$ cat src/rtl/counter_enable_scheduler.sv
// Paces queued tick requests into single-cycle enable pulses for a downstream counter
// and double-buffers its period. Optional strobe counter: define CES_STROBE_COUNT_EN.
module counter_enable_scheduler #(
    parameter int WIDTH          = 4,
    parameter int PEND_WIDTH     = 4,
    parameter int DEFAULT_PERIOD = 2
) (
    input  logic                  clk,
    input  logic                  rst,
    input  logic                  tick_in,
    input  logic                  cnt_ready,
    input  logic                  cnt_strobe,
    input  logic [WIDTH-1:0]      period_in,
    input  logic                  period_valid,
    output logic                  period_ready,
    output logic                  enable,
    output logic [WIDTH-1:0]      reset_value,
    output logic [PEND_WIDTH-1:0] pending,
    output logic                  overflow,
    output logic [15:0]           strobe_count
);

    localparam logic [WIDTH-1:0]      MIN_PERIOD = WIDTH'(2);
    localparam logic [WIDTH-1:0]      RST_PERIOD = WIDTH'((DEFAULT_PERIOD < 2) ? 2 : DEFAULT_PERIOD);
    localparam logic [PEND_WIDTH-1:0] PEND_MAX   = '1;

    typedef enum logic [1:0] {
        IDLE  = 2'd0,
        WAIT  = 2'd1,
        PULSE = 2'd2
    } state_t;

    state_t                state_q;
    logic                  enable_q;
    logic                  post_rst_q;
    logic [PEND_WIDTH-1:0] pending_q, pending_d;
    logic                  overflow_q, overflow_d;
    logic [WIDTH-1:0]      shadow_q, shadow_d;
    logic                  shadow_full_q, shadow_full_d;
    logic [WIDTH-1:0]      reset_value_q, reset_value_d;
    logic                  tick_drop, tick_take;
    logic                  accept, apply;

    always_comb begin
        tick_drop = tick_in && (pending_q == PEND_MAX) && !enable_q;
        tick_take = tick_in && !tick_drop;
        pending_d = pending_q;
        case ({tick_take, enable_q})
            2'b10:   pending_d = pending_q + PEND_WIDTH'(1);
            2'b01:   pending_d = pending_q - PEND_WIDTH'(1);
            default: pending_d = pending_q;
        endcase
        overflow_d = overflow_q | tick_drop;
    end

    // Accept needs an empty shadow and apply needs a full one, so they never coincide.
    always_comb begin
        accept        = period_valid && !shadow_full_q;
        apply         = cnt_strobe && !enable_q && shadow_full_q;
        shadow_d      = shadow_q;
        shadow_full_d = shadow_full_q;
        reset_value_d = reset_value_q;
        if (apply) begin
            reset_value_d = shadow_q;
            shadow_full_d = 1'b0;
        end else if (accept) begin
            shadow_d      = (period_in < MIN_PERIOD) ? MIN_PERIOD : period_in;
            shadow_full_d = 1'b1;
        end
    end

    always_ff @(posedge clk) begin
        if (rst) begin
            state_q    <= IDLE;
            enable_q   <= 1'b0;
            post_rst_q <= 1'b1;
        end else begin
            post_rst_q <= 1'b0;
            case (state_q)
                IDLE: begin
                    enable_q <= 1'b0;
                    if (pending_d != '0) state_q <= WAIT;
                end
                WAIT: begin
                    if ((pending_q != '0) && cnt_ready && !post_rst_q) begin
                        state_q  <= PULSE;
                        enable_q <= 1'b1;
                    end
                end
                PULSE: begin
                    enable_q <= 1'b0;
                    state_q  <= (pending_d != '0) ? WAIT : IDLE;
                end
                default: begin
                    state_q  <= IDLE;
                    enable_q <= 1'b0;
                end
            endcase
        end
    end

    always_ff @(posedge clk) begin
        if (rst) begin
            pending_q     <= '0;
            overflow_q    <= 1'b0;
            shadow_q      <= '0;
            shadow_full_q <= 1'b0;
            reset_value_q <= RST_PERIOD;
        end else begin
            pending_q     <= pending_d;
            overflow_q    <= overflow_d;
            shadow_q      <= shadow_d;
            shadow_full_q <= shadow_full_d;
            reset_value_q <= reset_value_d;
        end
    end

`ifdef CES_STROBE_COUNT_EN
    logic [15:0] strobe_count_q, strobe_count_d;

    always_comb begin
        strobe_count_d = strobe_count_q + {15'd0, cnt_strobe};
    end

    always_ff @(posedge clk) begin
        if (rst) strobe_count_q <= '0;
        else     strobe_count_q <= strobe_count_d;
    end

    assign strobe_count = strobe_count_q;
`else
    assign strobe_count = 16'd0;
`endif

    assign period_ready = !shadow_full_q && !rst;
    assign enable       = enable_q;
    assign reset_value  = reset_value_q;
    assign pending      = pending_q;
    assign overflow     = overflow_q;

endmodule

$ cat config.mk
export PLATFORM = sky130hd
export DESIGN_NAME = counter_enable_scheduler
export DESIGN_NICKNAME = d
export VERILOG_FILES = /design/src/rtl/counter_enable_scheduler.sv
export SDC_FILE = /design/constraint.sdc
export NUM_CORES = 1
export LEC_CHECK = 0
export ABC_AREA = 1
export BUFFER_PORTS_ARGS = -buffer_cell sky130_fd_sc_hd__buf_2
export CAP_MARGIN = 20
export CORE_AREA = 2 2 64 66
export DETAILED_ROUTE_END_ITERATION = 6
export DIE_AREA = 0 0 66 68
export SLEW_MARGIN = 20
export SYNTH_ARGS = -nofsm -noshare
export SYNTH_HDL_FRONTEND = slang
export SYNTH_SLANG_ARGS = --single-unit
$ cat constraint.sdc
create_clock -name clk -period 1.4 [get_ports clk]
set_input_delay 0.07 -clock clk [delete_from_list [all_inputs] [get_ports clk]]
set_output_delay 0.07 -clock clk [all_outputs]
set_load 0.01 [all_outputs]
==> impl_results.md <==
- Dpl hpwl: 1.39 mm
- First-pass GRT wire length: 2.75 mm
- Largest net degree at the start of global routing: 11
- Vias in the first global route: 635
- R2R Path End: state_q[0]$_SDFFE_PP0P_
- CTS root buf: clkbuf_8
- Setup Skew: 0.00225 ns
- Setup TNS Final: 0 ns
- Synth Area in Simple Gates: 0.272
- RR Startpoint: enable$_SDFFE_PP0P_
- Sequential Area: 365 um^2
- Vias: 773
- Met2 Usage GRT: 0.129
- Worst-case reg-to-reg path depth: 12
- Max-cap viol count: 0
- Worst hold endpoint: post_rst_q$_DFF_P_
- Initial antenna violation count: 0
- Top FF cell, synth: dfxtp_1
- Antenna cells: 0
- H-tree depth: 1
- Ports: 37
- Initial Util: 0.241
- Setup Viol. Count Final: 0
- DIE AREA: 0.00449 mm^2
- Met3 Use GR: 0.0247
- CTS sink cnt: 18
- GRT Residual Overflow: 0
- Lkg Pwr: 0.586 nW
- IO Port Bufs: 20
- Compound-Gate Fraction of Synth Area: 0.0996
- Area after DPL: 0.00106 mm^2
- Hold WC Path Type: in2reg
- Largest family of logic cells by synthesized area: simple AND/OR/NAND/NOR gates
- Reg clk slew, reported paths: 0.07 ns
- Post-synth top area cell: dfxtp_1
- P&R area growth vs syn: 21.0%
- Post-DRT Antenna Nets: 0
- CTS buffer count: 3
- Routed vias/inst: 3.75
- Outcome: completed
- Area of the multi-input gates: 444 um^2
- P per Cell Area: 1070 mW/mm^2
- EDFF count, synth: 0
- Hold WS: 0.0692 ns
- Crit-path max FO: 2
- Post-route cell area: 0.00112 mm^2
- Peak VDD IR: 0.541 mV
- Share of the synthesized area in the top cell type: 0.388
- Die Height: 68 um
- CTS tree: done
- GR Layer Usage met1: 0.101
- Final worst-path cycle share: 0.984
- Period minus WS final: 1.38 ns
- Adder-cell share of the synthesized area: 0.0135
- Synth unique cells: 26
- CP Data Required Time: 1.55 ns
- Routed wire length per instance: 8.46 um
- RSZ-0062 raised after global routing: true
- DRC: 0
- Filler cell count: 456
- Nets: 168
- Total power: 1.20 mW
- Element type at the critical path end: flip-flop
- Clock latency on the worst-skew pair: 0.24 ns
- Worst setup margin: 0.0219 ns
- Post-synth ARST share: 0
- Share of cells above drive strength 1: 0.269
- Worst reg2reg setup slack: 0.02 ns
- DRT iter0 DRCs: 25
- Row Count: 23
- Total number of yosys warnings: 0
- Grt peak-use layer: met2
- Cells after synthesis: 130
- Setup Crit Path Kind: reg2reg
- Total GRT Usage: 0.0779
- Largest cells by area after synthesis: dfxtp_1 (39%), buf_4 (13%), nand2_1 (8.5%)
- Worst min-delay path startpoint: rst
- Total core area: 0.00386 mm^2
- Final WL: 1.74 mm
- Worst path arrival time: 1.52 ns
- First-pass DRT Iterations: 4
- Slew Limit Fails: 0
- Synth Area in XOR/XNOR: 0.00942
- Final hold vios: 0
- Worst slack, placed: -0.0205 ns
- Yosys reg bits: 18
- Deepest clock path buffer count: 2
- Avg Cell Area, Syn: 7.15 um^2
- F_max: 726 MHz
- Post-synth top cells: nand2_1 (21), nor2_1 (21), dfxtp_1 (18)
- Seq/Total Area, Yosys: 0.388
- WHS Path Cells: 1
- Die W: 66 um
- Post-synthesis mux area share: 0
- Cts hold-fix bufs: 0
- RD Place Congestion: 0.854
- Crit start category: flip-flop
- Synthesized area: 930 um^2
-- layout make-up --
class                           instances  area share
Multi-Input combinational cell         92       0.395
Sequential cell                        18       0.325
Timing Repair Buffer                   24       0.116
Inverter                               18      0.0601
Tap cell                               50      0.0556
Clock buffer                            4      0.0489
-- per-stage QoR --
step / instances / util
5_1_grt: 206 / 0.292
4_1_cts: 206 / 0.291
3_5_place_dp: 201 / 0.274
6_report: 206 / 0.292
3_3_place_gp: 201 / 0.274
2_1_floorplan: 145 / -
-- metal layers --
| layer | vias to the layer above | wire length [um] |
|---|---|---|
| li1 | 428 | - |
| met1 | 326 | 897 |
| met2 | 17 | 759 |
| met3 | 2 | 78 |
| met4 | 0 | 8 |
| met5 | - | 0 |
-- what timing repair did --
item | 4_1_cts | 5_1_grt
endpoints found under the setup margin | 1 | 2
resized for setup | 1 | 1
pin swaps | 0 | 0
buffers inserted | 1 | 0
-- cells by family (layout without fill, tap and decap cells) --
| group | count (synthesis) | count (layout) |
|---|---|---|
| and+or+nand+nor | 58 | 58 |
| buffers and inverters | 35 | 46 |
| other | 1 | 16 |
| DFF | 18 | 18 |
| xor gates and xnor gates | 1 | 1 |
| adders and majority gates | 1 | 1 |
| AOI/OAI and AO/OA | 16 | 16 |
-- where the power goes --
group	leakage (nW)	switching [mW]	internal, mW
combinational	0.408	0.133	0.0805
clock	0.0288	0.165	0.249
sequential	0.149	0.0250	0.552
total	0.586	0.323	0.882
-- cells in the final DEF, fill, tap and decap left out, drive strengths merged, types with 3 or more instances in the layout --
cell type / instances
nand2: 25
buf: 24
nor2: 22
dfxtp: 18
inv: 17
conb: 16
o21ai: 9
nand3: 8
clkbuf: 4
a21oi: 3
-- registers in the layout, summed over array words and instances, names as in the netlist --
name           flops
shadow_q           4
state_q            2
post_rst_q         1
overflow           1
shadow_full_q      1
enable             1
pending            4
reset_value        4
-- worst max path at each step --
stage                             start                 endpoint  slack (ns)  depth (start not counted)
floorplan           enable$_SDFFE_PP0P_  state_q[0]$_SDFFE_PP0P_       0.001                         13
global placement    enable$_SDFFE_PP0P_  state_q[0]$_SDFFE_PP0P_        0.01                         12
detailed placement  enable$_SDFFE_PP0P_  state_q[0]$_SDFFE_PP0P_       -0.02                         12
CTS                 enable$_SDFFE_PP0P_  state_q[0]$_SDFFE_PP0P_       0.004                         13
global route        enable$_SDFFE_PP0P_  state_q[0]$_SDFFE_PP0P_       -0.12                         12
finish              enable$_SDFFE_PP0P_  state_q[0]$_SDFFE_PP0P_        0.02                         12
-- critical path, stage by stage, from the launching register on --
cell,delay (ns)
dfxtp_4,0.36
nand2_4,0.04
xor2_1,0.13
inv_1,0.05
ha_2,0.25
inv_1,0.05
nand2_1,0.06
nand2_2,0.07
nand2_1,0.05
nor2_1,0.08
nand2_1,0.05
nand2_1,0.05
nand2_1,0.04
Power figures use the tool's default switching activity.
